### config.mk
export PLATFORM = sky130hd
export DESIGN_NAME = decade_timer_ctrl
export DESIGN_NICKNAME = d
export VERILOG_FILES = /design/src/rtl/decade_timer_ctrl.sv
export SDC_FILE = /design/constraint.sdc
export NUM_CORES = 1
export LEC_CHECK = 0
export CORE_ASPECT_RATIO = 1.25
export CORE_MARGIN = 4
export CORE_UTILIZATION = 38
export CTS_CLUSTER_DIAMETER = 60
export CTS_CLUSTER_SIZE = 10
export DETAILED_ROUTE_END_ITERATION = 10
export SKIP_LAST_GASP = 1
export SYNTH_ARGS = -nofsm -noshare
export SYNTH_HDL_FRONTEND = slang
export SYNTH_SLANG_ARGS = --single-unit
### constraint.sdc
create_clock -name clk -period 3.85 [get_ports clk]
set_input_delay 0.9625 -clock clk [delete_from_list [all_inputs] [get_ports clk]]
set_output_delay 0.9625 -clock clk [all_outputs]
set_load 0.005 [all_outputs]
### src/rtl/decade_timer_ctrl.sv
// Two-digit BCD timer with prescaler, one-shot/periodic modes and
// run/pause/done control. The counter compares against a latched BCD target
// and emits a one-cycle done pulse on every terminal event.
module decade_timer_ctrl #(
    parameter int unsigned PRESCALE = 2
) (
    input  logic       clk,
    input  logic       rstn,
    input  logic       start,
    input  logic       stop,
    input  logic       clear,
    input  logic [7:0] target,
    input  logic       auto_reload,
    output logic [3:0] cnt_lo,
    output logic [3:0] cnt_hi,
    output logic       cout_lo,
    output logic [1:0] state,
    output logic       busy,
    output logic       done,
    output logic       err
);

    typedef enum logic [1:0] {
        ST_IDLE  = 2'b00,
        ST_RUN   = 2'b01,
        ST_PAUSE = 2'b10,
        ST_DONE  = 2'b11
    } state_e;

    // Last prescaler value before it wraps; the tick fires on this value.
    localparam logic [7:0] PRESC_LAST = 8'(PRESCALE - 1);

    state_e     state_q, state_d;
    logic [3:0] lo_q, lo_d;
    logic [3:0] hi_q, hi_d;
    logic [7:0] presc_q, presc_d;
    logic [7:0] tgt_q, tgt_d;
    logic       auto_q, auto_d;
    logic       done_q, done_d;
    logic       err_q, err_d;

    logic [7:0] count_s;
    logic       tick_s;

    // Both target digits must be valid decimal digits.
    function automatic logic bcd_legal(input logic [7:0] value);
        return (value[7:4] <= 4'd9) && (value[3:0] <= 4'd9);
    endfunction

    // Two-digit BCD increment, 99 wraps to 00.
    function automatic logic [7:0] bcd_inc(input logic [7:0] value);
        logic [3:0] lo_v;
        logic [3:0] hi_v;
        lo_v = value[3:0];
        hi_v = value[7:4];
        if (lo_v == 4'd9) begin
            lo_v = 4'd0;
            if (hi_v == 4'd9) begin
                hi_v = 4'd0;
            end else begin
                hi_v = hi_v + 4'd1;
            end
        end else begin
            lo_v = lo_v + 4'd1;
        end
        return {hi_v, lo_v};
    endfunction

    assign count_s = {hi_q, lo_q};
    assign tick_s  = (state_q == ST_RUN) && (presc_q == PRESC_LAST);

    // Next-state, counter, prescaler and pulse logic; clear overrides everything.
    always_comb begin
        state_d = state_q;
        lo_d    = lo_q;
        hi_d    = hi_q;
        presc_d = presc_q;
        tgt_d   = tgt_q;
        auto_d  = auto_q;
        done_d  = 1'b0;
        err_d   = 1'b0;

        if (clear) begin
            state_d = ST_IDLE;
            lo_d    = 4'd0;
            hi_d    = 4'd0;
            presc_d = 8'd0;
        end else begin
            case (state_q)
                ST_IDLE, ST_DONE: begin
                    // stop outranks start, so a simultaneous stop blocks the start
                    if (start && !stop) begin
                        if (bcd_legal(target)) begin
                            tgt_d   = target;
                            auto_d  = auto_reload;
                            lo_d    = 4'd0;
                            hi_d    = 4'd0;
                            presc_d = 8'd0;
                            state_d = ST_RUN;
                        end else begin
                            err_d = 1'b1;
                        end
                    end else begin
                        state_d = state_q;
                    end
                end
                ST_RUN: begin
                    if (tick_s) begin
                        presc_d = 8'd0;
                        if (count_s == tgt_q) begin
                            done_d = 1'b1;
                            if (auto_q) begin
                                lo_d = 4'd0;
                                hi_d = 4'd0;
                            end else begin
                                state_d = ST_DONE;
                            end
                        end else begin
                            {hi_d, lo_d} = bcd_inc(count_s);
                        end
                    end else begin
                        presc_d = presc_q + 8'd1;
                    end
                    // A one-shot terminal on the stop edge still finishes in DONE
                    if (stop && (state_d == ST_RUN)) begin
                        state_d = ST_PAUSE;
                    end else begin
                        state_d = state_d;
                    end
                end
                ST_PAUSE: begin
                    if (start && !stop) begin
                        state_d = ST_RUN;
                    end else begin
                        state_d = state_q;
                    end
                end
                default: begin
                    state_d = ST_IDLE;
                end
            endcase
        end
    end

    // State, counters, latches and output pulses; async reset discards all progress.
    always_ff @(posedge clk or negedge rstn) begin
        if (!rstn) begin
            state_q <= ST_IDLE;
            lo_q    <= 4'd0;
            hi_q    <= 4'd0;
            presc_q <= 8'd0;
            tgt_q   <= 8'd0;
            auto_q  <= 1'b0;
            done_q  <= 1'b0;
            err_q   <= 1'b0;
        end else begin
            state_q <= state_d;
            lo_q    <= lo_d;
            hi_q    <= hi_d;
            presc_q <= presc_d;
            tgt_q   <= tgt_d;
            auto_q  <= auto_d;
            done_q  <= done_d;
            err_q   <= err_d;
        end
    end

    assign cnt_lo  = lo_q;
    assign cnt_hi  = hi_q;
    assign cout_lo = (lo_q == 4'd9);
    assign state   = state_q;
    assign busy    = (state_q == ST_RUN) || (state_q == ST_PAUSE);
    assign done    = done_q;
    assign err     = err_q;

endmodule

==> run metrics <==
hold buffers post-CTS=0; H-Tree Depth=2; crit path capture type=flip-flop; Worst Path Buf+Inv=2; Hold Crit Class=reg2reg; row count=27; Multi-input gate area=946 um2; Total Power=1.27 mW; core box area=4390 um2; status=complete, no violations; vias in the first global route=1453; worst path arrival time=2.98 ns; Yosys cell types=47; share of layout cells above drive strength 1=13.9%; Hold EP=tgt_q[1]; ant diodes=0; first-pass GRT wire length=between 6 and 7 mm; total track usage=roughly 16%; ys async rst share=100%; antenna violations before repair=0; Vias=1400; max-cap violations=0; Power Density=580 nW/um2; Worst R2R Path Depth=8; post-synthesis register bit count=29; DR WL/cell=15.2 um; Ports=28; Critical Path Slowest Stage Cell=clkdlybuf4s50_1; CTS clk-pin slew, worst paths=roughly 0.070 ns; Int Pwr=between 800 and 900 uW; Highest Clock Rate=approximately 360 MHz; CTS Sinks=29; sw frac=about 34%; Resized cells post-CTS=0; register area=a little over 700 um2; DRC=0; die height=83.3 um; die area=5690 um2; cells along the critical path=clkdlybuf4s50_1 -> o21ai_0 -> a311oi_1 -> buf_4 -> a21o_4 -> a31oi_4 -> mux2_1; final std cells w/o fill=259; Setup Buffers After CTS=0; data required time at the worst endpoint=4.02 ns; Clk pwr share=26.0%; Fin Hold WS=0.530 ns; Detailed Route WL=roughly 4 mm; routability cong.=0.868; Iteration-0 DRC Markers=82; Peak VDD IR=269 uV; worst r2r src=state[0]; kind of critical path=in2reg; Min Clock Period, post-route=~2.8 ns; PnR worst setup slack=just over 1 ns; Final Util=49.8%; Via density=approximately 5.4; die extent in x=68.2 um; Max Slew Vio Count=0; clock insertion delay at the later pin of the skew report=between 0.2 and 0.3 ns; crit share post-route=between 70% and 80%; worst-margin pin slew=about 0.57 ns; Slew HR=61.9%; Cell Area, Placed=roughly 2100 um2; Starting Density=39.3%; CTS Buf Count=5; Filler cells=419; Hold Path Depth=1; # setup viols final=0; Port Buf Inserts=27; Hold Path Origin=tgt_q[1]; Lkg Pwr=roughly 0.91 nW; FF-to-FF End=cnt_hi[1]; Syn Nets=189; Critical Path Fanout Max=12; area delta synth->final=26.9%; TritonCTS clock tree=yes; Setup WS pre-CTS=0.742 ns; register share of total power=35.9%; Final Instance Area=2190 um2; R2R setup slack=1.61 ns; Cell Area, Synth=1720 um2; largest net degree at the start of global routing=30; Syn Area/Cell=just over 10 um2; delay-heaviest family, CP=compound AO/OA/AOI/OAI gates; Syn Inst Count=167; top_reg_cell synth=dfrtp_1; Hold Fails Final Rpt=0; type of origin of the critical path=primary input; number of flops mapped to enable cells by yosys=0; skew final=0.0104 ns; Overflow after GRT=0; combinational share of power=38.1%; number of routed nets with antenna violations=0; post-synthesis sequential area ratio=a little over two fifths; setup TNS=0 ns; CTS Buffer Depth=2; drt pass-1 iters=4; Root Driver=clkbuf_8; post-DP HPWL=2.96 mm; CP peak stage delay=between 0.4 and 0.5 ns; switching power=435 uW; synth warn=0; NumNets Final=222; placed cell count=251; RSZ-0062 raised after global routing=false
cells in the mapped netlist (2+ instances only):
library cell / number / area [um2]
clkbuf_1: 3 / 11.3
a21oi_1: 3 / 15.0
nand3_1: 7 / 35.0
nand2b_1: 6 / 37.5
nand2_1: 6 / 22.5
o211a_1: 2 / 20.0
nor2_1: 7 / 26.3
nor2b_1: 5 / 31.3
o21ai_0: 13 / 65.1
xnor2_1: 8 / 70.1
a31oi_1: 2 / 12.5
inv_1: 11 / 41.3
o21ai_1: 2 / 10.0
nand4_1: 4 / 25.0
or2_1: 2 / 12.5
o31ai_1: 6 / 45.0
and3_1: 3 / 18.8
mux2_2: 9 / 101
o211ai_1: 2 / 15.0
dfrtp_1: 29 / 726
and2_1: 2 / 12.5
or3_1: 2 / 12.5
ha_1: 8 / 100
and3b_1: 2 / 17.5
power by group through the flow:
stage / clock, mW / combinational, mW / sequential, mW
floorplan: 0 / 0.332 / 0.443
global route: 0.351 / 0.535 / 0.468
global placement: 0 / 0.481 / 0.459
CTS: 0.337 / 0.488 / 0.456
finish: 0.330 / 0.483 / 0.455
detailed placement: 0 / 0.486 / 0.462
sequential cells by signal, summed over array words and instances, names as in the netlist:
register and flops:
cnt_hi 4, err 1, auto_q 1, cnt_lo 4, state 2, tgt_q 8, presc_q 8, done 1
cell families (layout without fill, tap and decap cells):
kind of cell	after synthesis	after routing	synth area share [%]
fa+ha+maj	8	8	5.81
xor+xnor	8	8	4.06
compound gates	41	41	17.0
buf+inv	14	48	3.05
mux	11	11	7.11
flops	29	29	42.1
simple gates	56	56	20.9
cells in the final DEF, fill, tap and decap left out, drive strengths merged, types with 2 or more instances in the layout:
master         synthesis  final
mux2                  10     10
o211a                  2      2
clkbuf                 3      7
and3                   3      3
a21o                   2      2
ha                     8      8
o31ai                  6      6
nand2b                 6      6
nand2                  7      7
clkdlybuf4s50          0     27
and3b                  2      2
a31oi                  3      3
nand4                  5      5
or4                    2      2
or3                    2      2
xnor2                  8      8
o21ai                 15     15
a21oi                  4      4
nor4b                  2      2
nor2b                  5      5
dfrtp                 29     29
inv                   11     11
nor2                   7      7
o211ai                 2      2
buf                    0      2
and2                   2      2
nand3                  7      7
or2                    2      2
nor4                   2      2
routing by layer:
metal / up-vias / track usage [%] / share of wire [%]
met3: 6 / 5.28 / 5.6
met2: 51 / 25.8 / 52
met1: 667 / 17.7 / 41
li1: 676 / - / -
met4: 0 / 6.69 / 1.5
met5: - / 0 / 0
worst max-delay path by stage:
stage	start	end	slack, ns	cells after the start
2_1_floorplan	target[5]	cnt_lo[3]	1.56	5
3_3_place_gp	target[1]	cnt_hi[1]	0.78	7
3_5_place_dp	target[2]	cnt_hi[1]	0.74	7
4_1_cts	target[1]	cnt_hi[1]	1.03	7
5_1_grt	target[2]	cnt_lo[2]	0.96	7
6_report	target[1]	cnt_hi[1]	1.04	7
final cells by class:
class,instances,share of cell area (%)
clock buffer,7,3.95
clock inverter,1,1.37
multi-input combinational,124,43.2
sequential,29,33.2
inverter,11,1.89
timing repair buffer,29,13.0
tap,58,3.32
No activity file was read; power rests on OpenSTA's default activity.
